--- config.mk ---
export PLATFORM = sky130hd
export DESIGN_NAME = hc_sr04_emulator
export DESIGN_NICKNAME = d
export VERILOG_FILES = /design/src/rtl/hc_sr04_emulator.sv
export SDC_FILE = /design/constraint.sdc
export NUM_CORES = 1
export LEC_CHECK = 0
export BUFFER_PORTS_ARGS = -buffer_cell sky130_fd_sc_hd__buf_2
export CORE_ASPECT_RATIO = 0.9
export CORE_MARGIN = 4
export CORE_UTILIZATION = 60
export DETAILED_ROUTE_END_ITERATION = 10
export PLACE_DENSITY_LB_ADDON = 0.15
export SYNTH_ARGS = -nofsm -noshare
export SYNTH_HDL_FRONTEND = slang
export SYNTH_SLANG_ARGS = --single-unit
export TNS_END_PERCENT = 20
--- constraint.sdc ---
create_clock -name clock -period 10.8 [get_ports clock]
set_input_delay 0.54 -clock clock [delete_from_list [all_inputs] [get_ports clock]]
set_output_delay 0.54 -clock clock [all_outputs]
set_load 0.005 [all_outputs]
--- src/rtl/hc_sr04_emulator.sv ---
// HC-SR04 responder model: answers a trigger pulse with an echo
// whose width encodes range_cm, then enforces a holdoff period.
module hc_sr04_emulator #(
  parameter int unsigned TRIG_MIN_CYCLES     = 500,
  parameter int unsigned BURST_CYCLES        = 10000,
  parameter int unsigned CYCLES_PER_CM       = 2941,
  parameter int unsigned MIN_RANGE_CM        = 2,
  parameter int unsigned MAX_RANGE_CM        = 400,
  parameter int unsigned ECHO_TIMEOUT_CYCLES = 1900000,
  parameter int unsigned HOLDOFF_CYCLES      = 500000
) (
  input  logic       clock,
  input  logic       reset_n,
  input  logic       trigger,
  input  logic [8:0] range_cm,
  output logic       echo,
  output logic       busy,
  output logic       short_trig
);

  typedef enum logic [2:0] {
    S_IDLE,
    S_TRIG_HIGH,
    S_BURST,
    S_ECHO,
    S_HOLDOFF
  } state_t;

  state_t      state_q, state_d;
  logic        sync1_q, trig_s_q, trig_prev_q;
  logic [31:0] cnt_q, cnt_d;
  logic [31:0] width_q, width_d;
  logic [8:0]  range_q, range_d;
  logic        echo_q, echo_d;
  logic        busy_q, busy_d;
  logic        short_q, short_d;

  logic        rise, fall;
  logic [31:0] r32;
  logic [31:0] prod;

  assign rise = trig_s_q & ~trig_prev_q;
  assign fall = ~trig_s_q & trig_prev_q;
  assign r32  = {23'd0, range_q};
  assign prod = r32 * CYCLES_PER_CM;

  always_ff @(posedge clock) begin
    if (!reset_n) begin
      state_q     <= S_IDLE;
      sync1_q     <= 1'b0;
      trig_s_q    <= 1'b0;
      trig_prev_q <= 1'b0;
      cnt_q       <= '0;
      width_q     <= '0;
      range_q     <= '0;
      echo_q      <= 1'b0;
      busy_q      <= 1'b0;
      short_q     <= 1'b0;
    end else begin
      state_q     <= state_d;
      sync1_q     <= trigger;
      trig_s_q    <= sync1_q;
      trig_prev_q <= trig_s_q;
      cnt_q       <= cnt_d;
      width_q     <= width_d;
      range_q     <= range_d;
      echo_q      <= echo_d;
      busy_q      <= busy_d;
      short_q     <= short_d;
    end
  end

  always_comb begin
    state_d = state_q;
    cnt_d   = cnt_q;
    width_d = width_q;
    range_d = range_q;
    short_d = 1'b0;
    unique case (state_q)
      S_IDLE: begin
        // the rise cycle itself counts as the first high cycle
        if (rise) begin
          state_d = S_TRIG_HIGH;
          cnt_d   = 32'd1;
        end
      end
      S_TRIG_HIGH: begin
        if (fall) begin
          cnt_d = '0;
          if (cnt_q >= TRIG_MIN_CYCLES) begin
            range_d = range_cm;
            state_d = S_BURST;
          end else begin
            short_d = 1'b1;
            state_d = S_IDLE;
          end
        end else if (trig_s_q && cnt_q < TRIG_MIN_CYCLES) begin
          cnt_d = cnt_q + 32'd1;
        end
      end
      S_BURST: begin
        if (r32 < MIN_RANGE_CM)
          width_d = MIN_RANGE_CM * CYCLES_PER_CM;
        else if (r32 > MAX_RANGE_CM)
          width_d = ECHO_TIMEOUT_CYCLES;
        else
          width_d = prod;
        if (cnt_q == BURST_CYCLES - 1) begin
          cnt_d   = '0;
          state_d = S_ECHO;
        end else begin
          cnt_d = cnt_q + 32'd1;
        end
      end
      S_ECHO: begin
        if (cnt_q == width_q - 32'd1) begin
          cnt_d   = '0;
          state_d = S_HOLDOFF;
        end else begin
          cnt_d = cnt_q + 32'd1;
        end
      end
      S_HOLDOFF: begin
        if (cnt_q == HOLDOFF_CYCLES - 1) begin
          cnt_d   = '0;
          state_d = S_IDLE;
        end else begin
          cnt_d = cnt_q + 32'd1;
        end
      end
      default: begin
        state_d = S_IDLE;
        cnt_d   = '0;
      end
    endcase
    echo_d = (state_d == S_ECHO);
    busy_d = (state_d == S_BURST) ||
             (state_d == S_ECHO) ||
             (state_d == S_HOLDOFF);
  end

  assign echo       = echo_q;
  assign busy       = busy_q;
  assign short_trig = short_q;

endmodule
Word-level counts from Yosys, hierarchy flattened. Index checks and enable logic that the tools add are counted.

Bits in registers: 82. Logic and storage cells: 57.

$add $sub $neg: 2. $mul: 1. Order comparisons: 4. Eq/ne operators: 12. Muxes and demuxes: 17. Bitwise operators: 4. Reductions and logical operators: 7.

Operator list (count): $mux W32 (6); $pmux W32 S5 (1); $mux W21 (2); $add A32 B1 Y32 const B (1); $eq A32 B14 Y1 const B (1); $eq A32 B19 Y1 const B (1); $eq A32 B32 Y1 (1); $ge A32 B9 Y1 const B (1); $lt A32 B9 Y1 const B (1); $sub A32 B1 Y32 const B (1); $mul A9 B12 Y21 const B (1); $mux W3 (5); $pmux W3 S5 (1); $eq A3 B2 Y1 const B (4); $gt A9 B9 Y1 const B (1); $lt A9 B2 Y1 const B (1); $eq A3 B3 Y1 const B (2); $reduce_and A3 Y1 (2); $eq A3 B1 Y1 const B (1); $logic_not A3 Y1 (1); $ne A3 B3 Y1 const B (1); $and A1 B1 Y1 (2); $logic_or A1 B1 Y1 (2); $mux W2 (1); other kinds (5) (6).

Longest topological paths before layout.
Word-level depth: 7. Gate-level depth with buffers: 17. Gate-level depth less buffers: 17.

Worst setup path after synthesis. Ideal clock, no wire load.

Path kind: flip-flop to flip-flop. Start: register range_q[2]. End: register width_q[19]. Arrival: 4290 ps. Setup slack: 6377 ps. Stages on the path, launching flop included: 17. Path buffers: 0. Period minus slack after synthesis: 4423 ps. Path through: dfxtp_1 fa_1 inv_1 fa_1 inv_1 ha_1 inv_1 fa_1 fa_1 nand2b_1 a21boi_0 o21ai_0 a21o_1 a211oi_1 o211ai_1 a2111oi_0 nor3b_1.

Longest elaborated chain between the ends: 3. Elaborated cells on any way between the ends: 5. Those cells by class: 1 x mul; 2 x order compare; 2 x mux.

Ends and longest elaborated chain: start, declared (line 33) `logic [8:0] range_q, range_d;`; start signal, assigned (line 66) `range_q <= range_d;`; $mul A9 B12 Y21 / $gt A9 B9 Y1 (equally long branches) (line 45, 104); $mux W21 (line 104) `else if (r32 > MAX_RANGE_CM)`; $mux W21 * (line 102) `if (r32 < MIN_RANGE_CM)`; end signal, assigned (line 65) `width_q <= width_d;`; end, declared (line 32) `logic [31:0] width_q, width_d;`.

Every way passes the cells marked *; elsewhere a longest branch is shown, timed or not. A chain may end at the register's enable or synchronous reset.

Final worst setup path. Ends and elaborated chain as after synthesis.

==> out/metrics.cfg <==
[detailed_routing]
drt_iter0_drc=669
drc=0
drt_wl_total_microns=17300
wl_per_cell_microns=18.0
drt-pass1-iter-count=5
vias_per_cell=6.36
vias=6120
ant_nets=0

[cts]
clockBufferDepth=2
cts_sinks=71
cts_tree=yes
hold_buffers=0
cts_made_buffers=9
clockRootBuffer=clkbuf_16
ctsResizeCount=0
clkTransAtPathRegs_ns=0.06
h-tree-depth=3
cts_post_setup_buffers_inserted=0
clock_latency_ns=0.35

[finish]
final_util_pct=65.5
area_delta_synth_final_pct=6.33
finalNetCount=910
regArea_sq_um=1420
multi_input_area_sq_um=4710
num_antenna_cells=0
layout-drive-gt1-share_pct=6.66
n_fill_cell=966

[global_routing]
antenna_found_initial=0
grt_pass1_wl_microns=29300
globalRoute.totalOverflow=0
grt_use_total_pct=28.2
grt_pass1_vias=5942
grt_max_degree=62

[place]
post-dp-hpwl_microns=12900
io_buffers=14
gp_congestion=0.938

[power]
clockPowerShare_pct=55.4
pwr_density_cell_nw_per_um2=88.5
leakage_nw=3.08
comb_power_share_pct=2.9
swShare_pct=21.2
ir_drop_v=0.0000924
power.net_switching_w=0.000134
pwr-share-seq_pct=41.7
internal-power_w=0.000498
finalPower_w=0.000632

[synthesis]
yosys.area_share.simple_pct=26.4
synth_xor_area_share_pct=3.99
synth_top_family_by_area=simple AND/OR/NAND/NOR gates
ys_ff_latch=71
netlist_top_cells_count=inv_1 (100), dfxtp_1 (71), nand2_1 (59), ha_1 (52), clkbuf_1 (45)
ys_warn_count=0
avgSynthCellArea_sq_um=8.12
synthTopCellsByArea=dfxtp_1 (21%), fa_1 (12%), ha_1 (9.7%)
synth-adder-area-share_pct=21.6
syn_nets=931
synth_edf_count=0
synth_area_sq_um=6720
yosys.area.top_type=dfxtp_1
syn_inst=827
async_flop_share_pct=0
muxShareOfSynthArea_pct=1.97
ys.flop_type=dfxtp_1
ys_seq_area_share_pct=21.2
synthMostInstantiatedCell=inv_1
synth_top_area_share_pct=21.2
yosysUniqueCellTypes=80
synth-compound-area-share_pct=16.1

[critical_path]
cp.arrival_ns=5.20
end_kind=register
path_class=reg2reg
start_kind=register
path_max_fanout=6
required_ns=11.02

[timing]
worstMarginPinSlew_ns=1.15
slew_viol_final=0
rsz0062_at_grt=false
finalSetupViolCount=0
fin_setup_tns_ns=0
max_freq_ghz=0.201
hold_viol_final=0
period_needed_ns=4.98
final.period_utilization_pct=46.1
relSlewSlack_pct=22.9
skew_ns=0.00657

[status]
outcome=finished, final reports clean

[min_path]
hold_path_class=in2reg

[floorplanning]
row_count=36
die_w_microns=120
die_h_microns=108
initial_core_util_pct=61.6
dieArea_sq_um=13000
coreArea_sq_um=10900
ios=15

[run]
drv_cap=0

registers in the layout, indices dropped and copies added (netlist names):
register     flops
trig_prev_q      1
busy             1
echo             1
sync1_q          1
short_trig       1
width_q         21
cnt_q           32
range_q          9
trig_s_q         1
state_q          3
power by group through the flow:
stage                     registers [W]  logic [W]  clock network [W]
final                          0.000264  0.0000183           0.000350
after CTS                      0.000264  0.0000178           0.000354
after global routing           0.000264  0.0000201           0.000364
after floorplan                0.000269  0.0000120                  0
after detailed placement       0.000270  0.0000178                  0
after global placement         0.000270  0.0000174                  0
layout by cell type, fill, tap and decap left out, types with 8 or more instances in the layout:
cell type | synthesis | final
a21oi_1 | 30 | 30
a32oi_1 | 8 | 8
and2_1 | 14 | 14
and3_1 | 18 | 18
buf_2 | 1 | 14
clkbuf_16 | 0 | 9
dfxtp_1 | 71 | 71
fa_1 | 40 | 40
ha_1 | 52 | 52
inv_1 | 100 | 100
mux2i_1 | 11 | 11
nand2_1 | 59 | 59
nand2b_1 | 9 | 9
nand3_1 | 36 | 36
nand4_1 | 12 | 12
nor2_1 | 44 | 44
nor3_1 | 37 | 37
nor4_1 | 15 | 15
o21ai_0 | 44 | 44
or3_1 | 11 | 11
or4_1 | 9 | 9
xnor2_1 | 14 | 14
xor2_1 | 14 | 14
path summary, 6_finish.rpt:
| check | depth (start not counted) | end | start | slack (ns) |
|---|---|---|---|---|
| worst min-delay path | 2 | sync1_q | trigger | 0.40 |
| worst max register to register | 16 | width_q[19] | range_q[2] | 5.82 |
| worst min register to register | 1 | trig_s_q | sync1_q | 0.44 |
| worst max-delay path | 16 | width_q[19] | range_q[2] | 5.82 |
critical path: stages (launching register included):
cell       delay (ns)
dfxtp_1          0.38
fa_1             0.62
inv_1            0.08
fa_1             0.48
inv_1            0.04
ha_1             0.27
inv_1            0.05
fa_1             0.52
fa_1             0.48
nand2b_1         0.18
a21boi_0         0.31
o21ai_0          0.19
a21o_1           0.24
a211oi_1         0.33
o211ai_1         0.17
a2111oi_0        0.40
nor3b_1          0.09
layer usage:
| metal | GRT usage, % | up-vias | part of all wire [%] |
|---|---|---|---|
| met3 | 6.59 | 31 | 7.3 |
| met4 | 8.50 | 0 | 1.5 |
| li1 | - | 2896 | - |
| met2 | 44.1 | 225 | 45 |
| met5 | 0 | - | 0 |
| met1 | 39.1 | 2968 | 46 |
cell type report:
cell class | count | area share (%)
clock buffer | 10 | 3.35
clock inverter | 6 | 1.51
multi-input combinational | 606 | 65.9
inverter | 100 | 5.25
tap | 152 | 2.66
sequential | 71 | 19.9
timing repair buffer | 18 | 1.40
logic make-up after synthesis:
group / count (synthesis)
AO/OA/AOI/OAI: 160
multiplexers: 13
XOR/XNOR: 29
AND/OR/NAND/NOR: 312
flip-flops: 71
buffers and inverters: 150
adder cells (fa/ha/maj): 92
metrics by stage:
step                      cell area, sq um  hold WS, ns  cells  setup slack, ns
after floorplan                       6720        0.412    827             6.38
after global placement                6800        0.422    947             6.16
after detailed placement              6800        0.436    947             6.00
after CTS                             7140        0.391    963             5.87
after global routing                  7140        0.409    963             5.52
final                                 7140        0.401    963             5.82
No activity file was read; power rests on OpenSTA's default activity.
